`src/rtl/data_memory_ctrl.sv`:
```
// Data memory for the MEM stage: byte-addressed, word-organised storage with
// byte/half/word loads and stores, load extension, alignment/range checking
// and a fixed-latency request/Ready handshake for pipeline stalls.
module data_memory_ctrl #(
  parameter int DEPTH_WORDS = 64,
  parameter int WAIT_STATES = 0
) (
  input  logic        Clk,
  input  logic        Reset,
  input  logic        MemRead,
  input  logic        MemWrite,
  input  logic [31:0] Address,
  input  logic [31:0] WriteData,
  input  logic [1:0]  Size,
  input  logic        Unsigned,
  output logic [31:0] ReadData,
  output logic        Ready,
  output logic        AddrError
);

  localparam int AW = $clog2(DEPTH_WORDS);

  typedef enum logic [1:0] {
    S_IDLE,
    S_WAIT,
    S_DONE
  } state_t;

  typedef logic [31:0] mem_t [DEPTH_WORDS];

  // Power-up image: the first three words hold small negative constants the
  // datapath tests rely on; everything else starts at zero.
  function automatic mem_t init_image();
    mem_t img;
    for (int i = 0; i < DEPTH_WORDS; i++) begin
      img[i] = 32'h0;
    end
    img[0] = 32'hFFFF_FFFF;
    img[1] = 32'hFFFF_FFFC;
    img[2] = 32'hFFFF_FFFB;
    return img;
  endfunction

  mem_t mem = init_image();

  state_t      state;
  state_t      state_next;
  logic [3:0]  wait_cnt;

  logic [31:0] lat_addr;
  logic [31:0] lat_wdata;
  logic [1:0]  lat_size;
  logic        lat_unsigned;
  logic        lat_write;

  logic [31:0] eff_addr;
  logic [31:0] eff_wdata;
  logic [1:0]  eff_size;
  logic        eff_unsigned;
  logic        eff_write;
  logic        err;
  logic        commit;
  logic [AW-1:0] idx;
  logic [1:0]  lane;
  logic [31:0] rd_word;
  logic [31:0] shifted;
  logic [31:0] load_ext;

  // With zero wait states the commit happens on the accepting edge, so the
  // live request inputs are used in IDLE and the latched copy afterwards.
  assign eff_addr     = (state == S_IDLE) ? Address   : lat_addr;
  assign eff_wdata    = (state == S_IDLE) ? WriteData : lat_wdata;
  assign eff_size     = (state == S_IDLE) ? Size      : lat_size;
  assign eff_unsigned = (state == S_IDLE) ? Unsigned  : lat_unsigned;
  assign eff_write    = (state == S_IDLE) ? MemWrite  : lat_write;

  assign idx     = eff_addr[AW+1:2];
  assign lane    = eff_addr[1:0];
  assign rd_word = mem[idx];
  assign shifted = rd_word >> {lane, 3'b000};
  assign commit  = (state_next == S_DONE) && (state != S_DONE);
  assign Ready   = (state == S_DONE);

  // Next-state logic: IDLE accepts, WAIT counts down, DONE lasts one cycle.
  always_comb begin
    state_next = state;
    case (state)
      S_IDLE: begin
        if (MemRead || MemWrite) begin
          state_next = (WAIT_STATES > 0) ? S_WAIT : S_DONE;
        end
      end
      S_WAIT: begin
        if (wait_cnt == 4'd1) begin
          state_next = S_DONE;
        end
      end
      S_DONE:  state_next = S_IDLE;
      default: state_next = S_IDLE;
    endcase
  end

  // Access checking and load lane selection with sign/zero extension.
  always_comb begin
    err      = 1'b0;
    load_ext = rd_word;
    if (eff_addr[31:AW+2] != '0) begin
      err = 1'b1;
    end
    case (eff_size)
      2'b00: load_ext = {{24{~eff_unsigned & shifted[7]}}, shifted[7:0]};
      2'b01: begin
        load_ext = {{16{~eff_unsigned & shifted[15]}}, shifted[15:0]};
        if (eff_addr[0]) begin
          err = 1'b1;
        end
      end
      2'b10: begin
        load_ext = rd_word;
        if (eff_addr[1:0] != 2'b00) begin
          err = 1'b1;
        end
      end
      default: err = 1'b1;
    endcase
  end

  // State, latches, result registers and array writes; reset aborts any
  // access in flight and never touches the array contents.
  always_ff @(posedge Clk or posedge Reset) begin
    if (Reset) begin
      state        <= S_IDLE;
      wait_cnt     <= 4'd0;
      ReadData     <= 32'h0;
      AddrError    <= 1'b0;
      lat_addr     <= 32'h0;
      lat_wdata    <= 32'h0;
      lat_size     <= 2'b00;
      lat_unsigned <= 1'b0;
      lat_write    <= 1'b0;
    end else begin
      state <= state_next;
      if (state == S_IDLE && (MemRead || MemWrite)) begin
        lat_addr     <= Address;
        lat_wdata    <= WriteData;
        lat_size     <= Size;
        lat_unsigned <= Unsigned;
        lat_write    <= MemWrite;
        wait_cnt     <= 4'(WAIT_STATES);
      end else if (state == S_WAIT && wait_cnt != 4'd1) begin
        wait_cnt <= wait_cnt - 4'd1;
      end
      if (commit) begin
        AddrError <= err;
        if (eff_write) begin
          if (!err) begin
            case (eff_size)
              2'b00:   mem[idx][{lane, 3'b000} +: 8]     <= eff_wdata[7:0];
              2'b01:   mem[idx][{lane[1], 4'b0000} +: 16] <= eff_wdata[15:0];
              default: mem[idx]                          <= eff_wdata;
            endcase
          end
        end else begin
          ReadData <= err ? 32'h0 : load_ext;
        end
      end else if (state == S_DONE) begin
        AddrError <= 1'b0;
      end
    end
  end

endmodule

```
`config.mk`:
```
export PLATFORM = sky130hd
export DESIGN_NAME = data_memory_ctrl
export DESIGN_NICKNAME = d
export VERILOG_FILES = /design/src/rtl/data_memory_ctrl.sv
export SDC_FILE = /design/constraint.sdc
export NUM_CORES = 2
export LEC_CHECK = 0
export ABC_CLOCK_PERIOD_IN_PS = 10500
export BUFFER_PORTS_ARGS = -buffer_cell sky130_fd_sc_hd__buf_4
export CORE_ASPECT_RATIO = 1.5
export CORE_MARGIN = 2
export CORE_UTILIZATION = 35
export DETAILED_ROUTE_END_ITERATION = 16
export GPL_TIMING_DRIVEN = 1
export HOLD_SLACK_MARGIN = 0.06
export PLACE_DENSITY = 0.46
export SLEW_MARGIN = 10
export SYNTH_ARGS = -nofsm -noshare
export SYNTH_HDL_FRONTEND = slang
export SYNTH_SLANG_ARGS = --single-unit
```
`constraint.sdc`:
```
create_clock -name Clk -period 10.5 [get_ports Clk]
set_input_delay 0 -clock Clk [delete_from_list [all_inputs] [get_ports Clk]]
set_output_delay 0 -clock Clk [all_outputs]
set_load 0.03 [all_outputs]
```
==> metrics.yaml <==
setup_path:
  slowest_delay_ps: 1050
  cpLargestDelayFamily: "simple AND/OR/NAND/NOR gates"
  required_ps: 10970
  crit_buf_inv: 4
  endpoint_kind: "register"
  critPathLaunchType: "register"
  critPathArrivalTime_ps: 7660
  path_common_cell: "buf_4"
  path_class: "register to register"
  crit_fanout: 53
  cpMaxStageDelayCell: "nor3_1"
  path_cells: "nor2_4 > buf_4 > mux2i_2 > buf_4 > inv_1 > ha_1 > nor2_1 > a211oi_1 > or3_1 > or4b_1 > a21oi_1 > a21oi_4 > buf_4 > nor3_1"
grt:
  antenna_found_initial: 10
  grt_max_degree: 112
  grt_pass1_wl_um: 440000
  grt_overflow: 0
  grtUsageTotal: 0.254
  first_global_vias: 54100
clock_tree:
  clk_latency_ps: 880
  cts_tree: "built"
  path_clk_slew_ps: 70
  clockRootBuffer: "clkbuf_16"
  cts.path.max_buffers: 4
  clock_sinks: 2155
  cts_setup_buffers: 0
  numCtsBuffers: 204
  h-tree-depth: 4
route:
  num_vias: 54500
  vias_per_cell: 6.03
  wl_per_cell_um: 35.2
  drt-initial-drc-count: 5875
  firstDrtPassIters: 9
  wirelength_um: 318000
  drc: 0
  ant_nets: 0
final_layout:
  final_cell_mix: "edfxtp_1 (2048), o22ai_1 (555), nand2_1 (403)"
  fin_nets: 5847
  layout-drive-gt1-share: 0.140
  fin_area_um2: 97300
  syn_to_final_growth_pct: 15.9
  final_common_cell: "edfxtp_1"
logic_synthesis:
  synth_seq_cells: 2155
  ys_async_sr_fraction: 0.0497
  yosysUniqueCellTypes: 81
  syn_nets: 5614
  synth-edff-count: 2048
  syn-mean-instance-area_um2: 15.2
  syn_area_um2: 84000
  yosysWarnings: 0
  synth_flop_cell: "edfxtp_1"
  synth_seq_area_share: 0.764
  synth_cells: 5533
placement:
  placed_area_um2: 89500
  port_buffers: 104
  gp_congestion: 0.887
  hpwl_um: 189000
power_and_ir_drop:
  leakagePower_nw: 31.7
  ir_worst_vdd_mv: 0.153
  power_density_nw_per_um2: 212
floorplanning:
  fp-row-count: 220
  fp.dieH_um: 604
  dieArea_um2: 244000
  pin_count: 105
  core-area_um2: 239000
  start_util: 0.351
  fp.dieW_um: 404
run_status:
  run_status: "completed"
sta:
  finalHoldViolations: 0
  finalCritPeriodShare: 0.685
  relSlewSlack: 0.178
  fin_setup_tns_ps: 0
  whs_ps: 236
  rsz0062_at_grt: "false"
  setup_violations: 0
  worstMarginPinSlew_ps: 1220
  finClkSkew_ps: 42.6
  fmax_mhz: 139
  layout_min_cycle_time_ps: 7190
  maxSlewViolCount: 0
min_path:
  hold_path_class: "input port to register"
job:
  max_cap_viol_count: 0
==> what timing repair did <==
| action | CTS | global route |
|---|---|---|
| hold endpoints to repair | 176 | 0 |
| hold buffers | 137 | 0 |
| resized for setup | 0 | 0 |
| endpoints found under the setup margin | 0 | 0 |
==> worst register-to-register path, delay by kind of cell (launching register included) <==
family	cells	cell delay, ps
muxes	1	360
adders and majority gates	1	400
and+or+nand+nor	5	2620
AOI/OAI and AO/OA	3	910
buffers and inverters	4	1830
DFF	1	680
==> metal layers <==
| layer | part of all wire | track usage | vias up |
|---|---|---|---|
| li1 | - | - | 22800 |
| met1 | 0.40 | 0.330 | 28900 |
| met2 | 0.49 | 0.434 | 2279 |
| met3 | 0.060 | 0.0314 | 497 |
| met4 | 0.043 | 0.0984 | 6 |
| met5 | 0.00011 | 0 | - |
==> where the power goes <==
part / total, W / switching (W) / internal (W) / leakage, nW
sequential: 0.00985 / 0.000117 / 0.00973 / 20.6
combinational: 0.00346 / 0.00262 / 0.000835 / 7.99
clock: 0.00736 / 0.00328 / 0.00408 / 3.13
total: 0.0207 / 0.00602 / 0.0146 / 31.7
==> stage by stage <==
stage                     power [W]   util  std cells  setup WS, ps
after floorplan              0.0117      -       5533          3100
after global placement       0.0134  0.375       8530          3540
after detailed placement     0.0134  0.375       8531          3460
after CTS                    0.0207  0.407       9032          3470
after global routing         0.0212  0.407       9033          3000
final                        0.0207  0.407       9035          3310
==> area by class of cell <==
class                           count  area (um2)
Fill cell                       21900      142000
Antenna cell                        3        7.51
Clock inverter                    110        1000
Sequential cell                  2155       64200
Inverter                           16        62.6
Tap cell                         3108        3890
Clock buffer                      254        5400
Multi-Input combinational cell   2923       18700
Timing Repair Buffer              466        4070
==> cell families after synthesis <==
family / Yosys count / synth area share
AO/OA/AOI/OAI: 1419 / 0.114
flip-flops: 2155 / 0.764
XOR/XNOR: 3 / 0.000313
buffers and inverters: 455 / 0.0245
adder cells (fa/ha/maj): 10 / 0.00149
multiplexers: 147 / 0.0190
AND/OR/NAND/NOR: 1344 / 0.0764
==> Yosys cell counts, drive strengths merged, types with 16 or more instances <==
library cell | number | area (um2)
a211oi | 87 | 653
a21oi | 207 | 1040
a22o | 29 | 263
a22oi | 27 | 203
a31oi | 49 | 313
a32o | 24 | 240
a32oi | 34 | 298
and3 | 90 | 563
buf | 243 | 1260
clkbuf | 196 | 736
dfrtp | 107 | 2680
edfxtp | 2048 | 61500
inv | 16 | 60.1
mux2 | 70 | 788
mux2i | 75 | 763
nand2 | 409 | 1540
nand3 | 78 | 390
nor2 | 200 | 758
nor3 | 375 | 1880
nor4 | 76 | 475
o211ai | 19 | 143
o21ai | 106 | 531
o221ai | 90 | 795
o22a | 30 | 263
o22ai | 563 | 3520
o31ai | 31 | 233
or4 | 37 | 278
==> final timing paths <==
check	slack, ps	endpoint	startpoint	cells after the start
worst max register to register	3310	mem[29][0]	state[1]	14
min in group asynchronous	510	lat_addr[23]	Reset	4
worst min-delay path	240	ReadData[1]	MemWrite	4
worst min register to register	510	lat_addr[19]	lat_addr[19]	1
max in group asynchronous	8780	ReadData[6]	Reset	5
worst max-delay path	3310	mem[29][0]	state[1]	14
==> flip-flops by register name, indices dropped and copies added (netlist names) <==
| name | count |
|---|---|
| wait_cnt | 4 |
| lat_size | 2 |
| lat_write | 1 |
| lat_wdata | 32 |
| state | 2 |
| mem | 2048 |
| ReadData | 32 |
| lat_unsigned | 1 |
| AddrError | 1 |
| lat_addr | 32 |
Note: power is estimated with default switching activity, not from simulation.
